## src/rtl/lsu_pkg.sv

```systemverilog
// Shared types for the load/store unit: funct3 width codes, FSM states, latched request.
// Latency: n/a (declarations only).
// Backpressure: n/a.
package lsu_pkg;

    // RISC-V load/store funct3 encodings handled by the LSU
    localparam logic [2:0] F3_B  = 3'd0;
    localparam logic [2:0] F3_H  = 3'd1;
    localparam logic [2:0] F3_W  = 3'd2;
    localparam logic [2:0] F3_BU = 3'd4;
    localparam logic [2:0] F3_HU = 3'd5;

    typedef enum logic [1:0] {
        IDLE,
        ACCESS,
        CAPTURE,
        RESP
    } lsu_state_t;

    // Only the fields still needed after the handshake are kept: the byte
    // offset and width pick the load lane, write picks the ACCESS exit.
    typedef struct packed {
        logic [1:0] off;
        logic       write;
        logic [2:0] funct3;
    } lsu_req_t;

endpackage

```

## src/rtl/lsu_lane_align.sv

```systemverilog
// Byte-lane steering: store byte enables / replicated data, load extract and extend.
// Latency: combinational.
// Backpressure: none.
module lsu_lane_align
    import lsu_pkg::*;
(
    input  logic [2:0]  funct3,
    input  logic [1:0]  off,
    input  logic [31:0] wdata,
    input  logic [31:0] rdata,
    output logic [3:0]  data_en,
    output logic [31:0] lane_wdata,
    output logic [31:0] ext_rdata
);

    // Addressed byte/halfword moved down to bit 0
    logic [31:0] shifted;
    assign shifted = rdata >> {off, 3'b000};

    // Store lanes: replicate the datum so every lane the enable can pick holds it
    always_comb begin
        data_en    = 4'b0000;
        lane_wdata = wdata;
        case (funct3[1:0])
            2'd0: begin
                data_en    = 4'b0001 << off;
                lane_wdata = {4{wdata[7:0]}};
            end
            2'd1: begin
                data_en    = 4'b0011 << off;
                lane_wdata = {2{wdata[15:0]}};
            end
            2'd2: begin
                data_en    = 4'b1111;
                lane_wdata = wdata;
            end
            default: begin
                data_en    = 4'b0000;
                lane_wdata = wdata;
            end
        endcase
    end

    // Load extract: sign-extend for LB/LH, zero-extend for LBU/LHU
    always_comb begin
        ext_rdata = 32'd0;
        case (funct3)
            F3_B:    ext_rdata = {{24{shifted[7]}}, shifted[7:0]};
            F3_BU:   ext_rdata = {24'd0, shifted[7:0]};
            F3_H:    ext_rdata = {{16{shifted[15]}}, shifted[15:0]};
            F3_HU:   ext_rdata = {16'd0, shifted[15:0]};
            F3_W:    ext_rdata = rdata;
            default: ext_rdata = 32'd0;
        endcase
    end

endmodule

```

## src/rtl/load_store_unit.sv

```systemverilog
// Single-outstanding load/store sequencer onto one port of a byte-enabled BRAM.
// Latency: store resp 2 cycles, load resp 3 cycles, fault resp 1 cycle after handshake.
// Backpressure: req_ready only in IDLE; responses cannot be stalled.
module load_store_unit
    import lsu_pkg::*;
#(
    parameter int MEM_SIZE = 8192,
    localparam int AW      = $clog2(MEM_SIZE)
) (
    input  logic          clk,
    input  logic          reset_n,
    input  logic          req_valid,
    output logic          req_ready,
    input  logic [31:0]   req_addr,
    input  logic [31:0]   req_wdata,
    input  logic          req_write,
    input  logic [2:0]    req_funct3,
    output logic          resp_valid,
    output logic [31:0]   resp_rdata,
    output logic          resp_fault,
    output logic [AW-1:0] mem_addr,
    output logic [31:0]   mem_wdata,
    input  logic [31:0]   mem_rdata,
    output logic [3:0]    mem_data_en,
    output logic          mem_write_en
);

    lsu_state_t  state;
    lsu_req_t    req_q;
    logic        we_q;
    logic        bad;
    logic [2:0]  lane_funct3;
    logic [1:0]  lane_off;
    logic [3:0]  lane_en;
    logic [31:0] lane_wdata;
    logic [31:0] ext_rdata;

    // Gating with reset_n keeps a reset landing mid-ACCESS from committing a write
    assign mem_write_en = we_q & reset_n;
    assign req_ready    = (state == IDLE) & reset_n;

    // Lane logic sees the live request at handshake and the latched one afterwards
    assign lane_funct3 = (state == IDLE) ? req_funct3    : req_q.funct3;
    assign lane_off    = (state == IDLE) ? req_addr[1:0] : req_q.off;

    lsu_lane_align u_lane_align (
        .funct3     (lane_funct3),
        .off        (lane_off),
        .wdata      (req_wdata),
        .rdata      (mem_rdata),
        .data_en    (lane_en),
        .lane_wdata (lane_wdata),
        .ext_rdata  (ext_rdata)
    );

    // Request legality: bad width code, wide store code, out of range, misaligned
    always_comb begin
        bad = 1'b0;
        if (req_funct3 == 3'd3 || req_funct3[2:1] == 2'b11)              bad = 1'b1;
        if (req_write && req_funct3 > F3_W)                              bad = 1'b1;
        if (req_addr >= 32'(MEM_SIZE))                                   bad = 1'b1;
        if ((req_funct3 == F3_H || req_funct3 == F3_HU) && req_addr[0])  bad = 1'b1;
        if (req_funct3 == F3_W && req_addr[1:0] != 2'b00)                bad = 1'b1;
    end

    // Sequencer FSM; all memory and response outputs are registered here
    always_ff @(posedge clk) begin
        if (!reset_n) begin
            state       <= IDLE;
            req_q       <= '0;
            we_q        <= 1'b0;
            mem_data_en <= 4'b0000;
            mem_addr    <= '0;
            mem_wdata   <= 32'd0;
            resp_valid  <= 1'b0;
            resp_rdata  <= 32'd0;
            resp_fault  <= 1'b0;
        end else begin
            case (state)
                IDLE: begin
                    if (req_valid) begin
                        req_q <= '{off: req_addr[1:0], write: req_write, funct3: req_funct3};
                        if (bad) begin
                            state      <= RESP;
                            resp_valid <= 1'b1;
                            resp_fault <= 1'b1;
                            resp_rdata <= 32'd0;
                        end else begin
                            state     <= ACCESS;
                            mem_addr  <= req_addr[AW-1:0];
                            mem_wdata <= lane_wdata;
                            if (req_write) begin
                                we_q        <= 1'b1;
                                mem_data_en <= lane_en;
                            end
                        end
                    end
                end
                ACCESS: begin
                    we_q        <= 1'b0;
                    mem_data_en <= 4'b0000;
                    if (req_q.write) begin
                        state      <= RESP;
                        resp_valid <= 1'b1;
                        resp_fault <= 1'b0;
                        resp_rdata <= 32'd0;
                    end else begin
                        state <= CAPTURE;
                    end
                end
                CAPTURE: begin
                    // BRAM output now holds the word addressed during ACCESS
                    state      <= RESP;
                    resp_valid <= 1'b1;
                    resp_fault <= 1'b0;
                    resp_rdata <= ext_rdata;
                end
                RESP: begin
                    state      <= IDLE;
                    resp_valid <= 1'b0;
                    resp_fault <= 1'b0;
                    resp_rdata <= 32'd0;
                end
                default: state <= IDLE;
            endcase
        end
    end

endmodule

```

## config.mk

```make
export PLATFORM = sky130hd
export DESIGN_NAME = load_store_unit
export DESIGN_NICKNAME = d
export VERILOG_FILES = /design/src/rtl/lsu_pkg.sv /design/src/rtl/lsu_lane_align.sv /design/src/rtl/load_store_unit.sv
export SDC_FILE = /design/constraint.sdc
export NUM_CORES = 1
export LEC_CHECK = 0
export CAP_MARGIN = 40
export CORE_ASPECT_RATIO = 1.25
export CORE_UTILIZATION = 39
export DETAILED_ROUTE_END_ITERATION = 6
export GPL_TIMING_DRIVEN = 0
export HOLD_SLACK_MARGIN = 0.15
export PLACE_DENSITY = 0.74
export SYNTH_ARGS = -nofsm -noshare
export SYNTH_HDL_FRONTEND = slang
export SYNTH_SLANG_ARGS = --single-unit
```

## constraint.sdc

```tcl
create_clock -name clk -period 2.8 [get_ports clk]
set_input_delay 0.42 -clock clk [delete_from_list [all_inputs] [get_ports clk]]
set_output_delay 0.42 -clock clk [all_outputs]
set_load 0.005 [all_outputs]
```

Word-level counts from Yosys, hierarchy flattened
Cells that the tools add are included.
- logic and storage cells: 85
- register bits after elaboration: 92
- output and inout port bits: 85
- input port bits: 103
- muxes and demuxes: 32
- eq/ne operators: 19
- reduce and logical (&&, ||, !) cells: 15
- shift operators: 3
- order comparisons: 2
- bitwise logic cells: 3
- operator list (operator ; number):
    $pmux W32 S5 ; 1
    $pmux W32 S4 ; 1
    $mux W32 ; 3
    $pmux W32 S2 ; 1
    $ge A32 B14 Y1 const B ; 1
    $shr A32 B5 Y16 ; 1
    $mux W1 ; 13
    $mux W4 ; 3
    $pmux W4 S3 ; 1
    $ne A2 B2 Y1 const B ; 5
    $eq A3 B2 Y1 const B ; 3
    $eq A3 B3 Y1 const B ; 3
    $eq A2 B2 Y1 const B ; 4
    $pmux W2 S4 ; 1
    $pmux W4 S2 ; 1
    $eq A3 B1 Y1 const B ; 2
    $mux W2 ; 3
    $reduce_and A3 Y1 ; 2
    $eq A2 B1 Y1 const B ; 2
    $logic_not A2 Y1 ; 2
    $pmux W1 S4 ; 1
    $reduce_and A4 Y1 ; 1
    $reduce_bool A2 Y1 ; 2
    $shl A1 B2 Y4 const A ; 1
    other kinds (12) ; 16

Longest topological paths before layout
- word-level depth: 10
- depth in mapped cells: 11
- mapped depth without buffers: 8

Modules after synthesis
A second synthesis with hierarchy kept.
- cell total of the unflattened synthesis: 648
- area, all modules: 5043.6 um^2
- modules (own cells, without submodules) (module ; cells an instance ; area an instance (um^2) ; sequential area each (um^2) ; instances):
    load_store_unit ; 442 ; 3726.1 ; 1841.8 ; 1
    lsu_lane_align ; 206 ; 1317.5 ; 0.0 ; 1

Least setup slack after synthesis
OpenSTA, ideal clock, no wires.
- kind: register -> register
- start: reg state[0]
- end: reg resp_rdata[10]
- path buffers: 1
- cell stages (with the launch flop): 10
- setup time: 117 ps
- required time: 2683 ps
- arrival time: 2093 ps
- clock period less this slack: 2210 ps
- setup slack: 590 ps
- cells stage by stage: dfxtp_1 -> inv_1 -> ha_1 -> mux2i_4 -> buf_2 -> mux2i_1 -> o2bb2ai_1 -> a22oi_1 -> nand2_1 -> a22o_1
- word-level cells in the longest chain between the ends: 5
- elaborated cells on any way between the ends: 18
- those cells by class: 10 x eq/ne; 1 x shift; 4 x mux; 3 x reduce/logical
- ends and longest elaborated chain (element ; RTL line ; RTL):
    start, declared ; load_store_unit.sv:28 ; lsu_state_t state;
    start signal, assigned ; load_store_unit.sv:69 ; state <= IDLE;
    start signal, assigned ; load_store_unit.sv:84 ; state <= RESP;
    start signal, assigned ; load_store_unit.sv:89 ; state <= ACCESS;
    $logic_not A2 Y1 ; load_store_unit.sv:43, load_store_unit.sv:44, load_store_unit.sv:79 ;
    $mux W2 or $mux W3 (tied branches) ; load_store_unit.sv:44, load_store_unit.sv:43 ;
    $shr A32 B5 Y16, or another cell as far along ; lsu_lane_align.sv:18 ; assign shifted = rdata >> {off, 3'b000};
    $pmux W32 S5 ; lsu_lane_align.sv:47 ; case (funct3)
    $pmux W32 S4 ; load_store_unit.sv:79 ; case (state)
    end signal, assigned ; load_store_unit.sv:116 ; resp_rdata <= ext_rdata;
    end, declared ; load_store_unit.sv:19 ; output logic [31:0] resp_rdata,
Parallel ways exist; a longest one is shown, timed or not.
A chain may end at the register's enable or synchronous reset.

Final worst setup path
- start: reg state[1]
- end: out req_ready
- word-level cells in the longest chain between the ends: 2
- ends and longest elaborated chain (element ; RTL line ; RTL):
    $logic_not A2 Y1 ; load_store_unit.sv:40 ; assign req_ready = (state == IDLE) & reset_n;
    $and A1 B1 Y1 ; load_store_unit.sv:40 ;
    end, declared ; load_store_unit.sv:13 ; output logic req_ready,
No other way between the ends.

==> results.yml <==
synth:
  syn_avg_cell_area_um2: 9.175
  ys_seq_elements: 92
  synth-seq-area-share_pct: 39.83
  synth_cell_type_count: 51
  ys_warn_count: 0
  synth_edf_count: 0
  syn_nets: 611
  synth_flop_cell: "dfxtp_1"
  syn_inst: 504
  ys_async_sr_fraction_pct: 0
  synth_top_area_share_pct: 39.83
  yosysTopAreaCell: "dfxtp_1"
  synthesis.area_mm2: 0.004624
  synthTopCellsByArea: "dfxtp_1 (40%), nand2_1 (8.4%), o211a_1 (5.6%)"
global_route:
  grt_overflow: 0
  grt_pass1_vias: 4661
  grt_max_degree: 16
  grt_use_total_pct: 24.45
  antenna_found_initial: 1
  grt_pass1_wl_mm: 23.23
sta:
  final.min_clock_period_ns: 2.676
  fin_crit_sh_pct: 95.56
  setup_viol: 0
  setup_slack_ns: 0.1244
  setup-tns-final_ns: 0
  tightestPinTransition_ns: 0.7792
  max_freq_mhz: 373.7
  max_slew_margin_pct: 47.70
  final-hold-violation-count: 0
  skew_ns: 0.007088
  whs_ns: 0.4088
  slew_violations: 0
  rsz0062_at_grt: "no"
final_layout:
  final.fill_count: 1026
  layout_commonest_cell: "clkdlybuf4s50_1"
  syn2layout_area_growth_pct: 51.70
  final_util_pct: 60.68
  fin_cells: 844
  final_net_count: 808
  final_area_mm2: 0.007015
  final_cell_mix: "clkdlybuf4s50_1 (186), nand2_1 (103), dfxtp_1 (92)"
  drive_above_1_share_pct: 10.21
worst_setup_path:
  crit_arrival_ns: 2.26
  critical_path.top_delay_family: "buffers and inverters"
  path_buf_inv: 5
  crit_path_max_incr_delay_ns: 0.52
  end_kind: "output port"
  cpMaxStageDelayCell: "clkdlybuf4s50_1"
  critPathKind: "reg -> out"
  worstPathRequired_ns: 2.38
  cp_max_fo: 10
  start_kind: "register"
  cpMostUsedCell: "buf_4"
  worstPathCellList: "inv_1 -> ha_4 -> buf_4 -> buf_4 -> buf_6 -> and2_1 -> clkdlybuf4s50_1"
floorplanning:
  io_pins: 188
  initial_core_util_pct: 40.00
  die-area_mm2: 0.01230
  fp.dieW_um: 99.40
  rows: 44
  die_h_um: 123.7
  core_area_mm2: 0.01156
placement:
  dpl-instance-area_mm2: 0.006659
  gp_congestion: 0.9306
  dpl_worst_slack_ns: -0.001557
  portBuffers: 186
  place_inst: 828
  hpwlAfterDp_mm: 11.85
clocking:
  worst_skew_pair.late_latency_ns: 0.34
  cts_tree: "built"
  clkTransAtPathRegs_ns: 0.06
  cts_buffers: 9
  cts_num_sinks: 92
  htreeDepth: 3
  cts.path.max_buffers: 2
  ctsResizeCount: 4
  root_buffer: "clkbuf_16"
  holdBufCountCts: 0
  cts_setup_buffers: 0
routing:
  firstDrtPassIters: 5
  dr_wl_met3_mm: 1.078
  top_layer: "met4"
  drt_wl_total_mm: 15.25
  via_per_inst: 5.615
  wl_met2_mm: 7.456
  wl_met1_mm: 6.146
  first_iter_violations: 217
  drc: 0
  avgRoutedWirePerCell_um: 18.07
  detail-route-antenna-nets: 0
  vias: 4739
run:
  max_cap_viol_count: 0
power_and_ir_drop:
  total_leakage_power_nw: 2.873
  power.density_mw_per_mm2: 707.8
  peakVddDrop_mv: 0.4554
  p_total_mw: 4.966
hold_path:
  min_path_type: "in -> reg"
status:
  status: "finished, final reports clean"
-- sequential cells by signal (all words and copies together), names as in the netlist --
register and count:
resp_rdata 32, state 2, we_q 1, mem_wdata 32, resp_fault 1, req_q 6, mem_addr 13, resp_valid 1
mem_data_en 4
-- power breakdown --
group	switching [mW]	total [mW]	internal (mW)
clock	0.509	1.31	0.804
sequential	0.0775	1.49	1.41
combinational	1.21	2.16	0.949
total	1.80	4.97	3.17
-- path summary, 6_finish.rpt --
path                     start       endpoint  slack (ns)  depth (start not counted)
hold / removal     req_addr[0]    mem_addr[0]        0.41                          3
setup / recovery      state[1]      req_ready        0.12                          7
setup reg to reg      state[1]  resp_rdata[9]        0.26                          9
hold reg to reg   mem_wdata[6]   mem_wdata[6]        0.45                          2
-- worst reg2reg max path: cells and delay by family, from the launching register on --
family                     cells  cell delay (ns)
adders and majority gates      1             0.21
and+or+nand+nor                1             0.10
buffers and inverters          3             0.48
AOI/OAI and AO/OA              4             1.23
DFF                            1             0.41
-- synthesized netlist by cell type (3+ instances only) --
library cell and count:
buf_2 13, clkbuf_1 16, nor4_1 4, a22oi_1 13, buf_6 5, nand2b_1 3, mux2i_1 15, dfxtp_1 92
o21ai_0 9, nor2_1 6, o211a_1 26, o2bb2ai_2 10, ha_1 4, buf_4 6, a221oi_1 8, nor2b_1 5
mux4_2 6, o2bb2ai_1 21, o21ai_1 3, nand3_1 22, a22o_1 8, a21boi_0 6, and3_1 9, and2_1 3
nand2_1 103, inv_1 6, o32ai_1 3, a21oi_1 31, a21boi_1 22
-- cells by family (layout without fill, tap and decap cells) --
| kind of cell | count (synthesis) | in the layout | share of synthesized area, % |
|---|---|---|---|
| compound gates | 170 | 170 | 29.65 |
| fa+ha+maj | 4 | 4 | 1.082 |
| flops | 92 | 92 | 39.83 |
| other cells | 0 | 1 | 0 |
| mux | 24 | 24 | 7.143 |
| simple gates | 167 | 167 | 16.59 |
| buf+inv | 47 | 248 | 5.709 |
-- routing by layer --
metal,vias up,GRT usage [%]
met4,0,12.41
met3,42,5.499
li1,2240,-
met1,2229,28.04
met5,-,0
met2,228,42.84
-- area by class of cell --
| type | instances | area [um2] | share of cell area, % |
|---|---|---|---|
| Clock inverter | 5 | 83.83 | 1.195 |
| Antenna cell | 1 | 2.502 | 0.03567 |
| Sequential cell | 92 | 1842 | 26.25 |
| Inverter | 6 | 22.52 | 0.3210 |
| Multi-Input combinational cell | 365 | 2542 | 36.24 |
| Timing Repair Buffer | 186 | 1862 | 26.54 |
| Clock buffer | 10 | 239.0 | 3.406 |
| Tap cell | 138 | 172.7 | 2.461 |
| Buffer | 41 | 249.0 | 3.549 |
No activity file was read; power rests on OpenSTA's default activity.
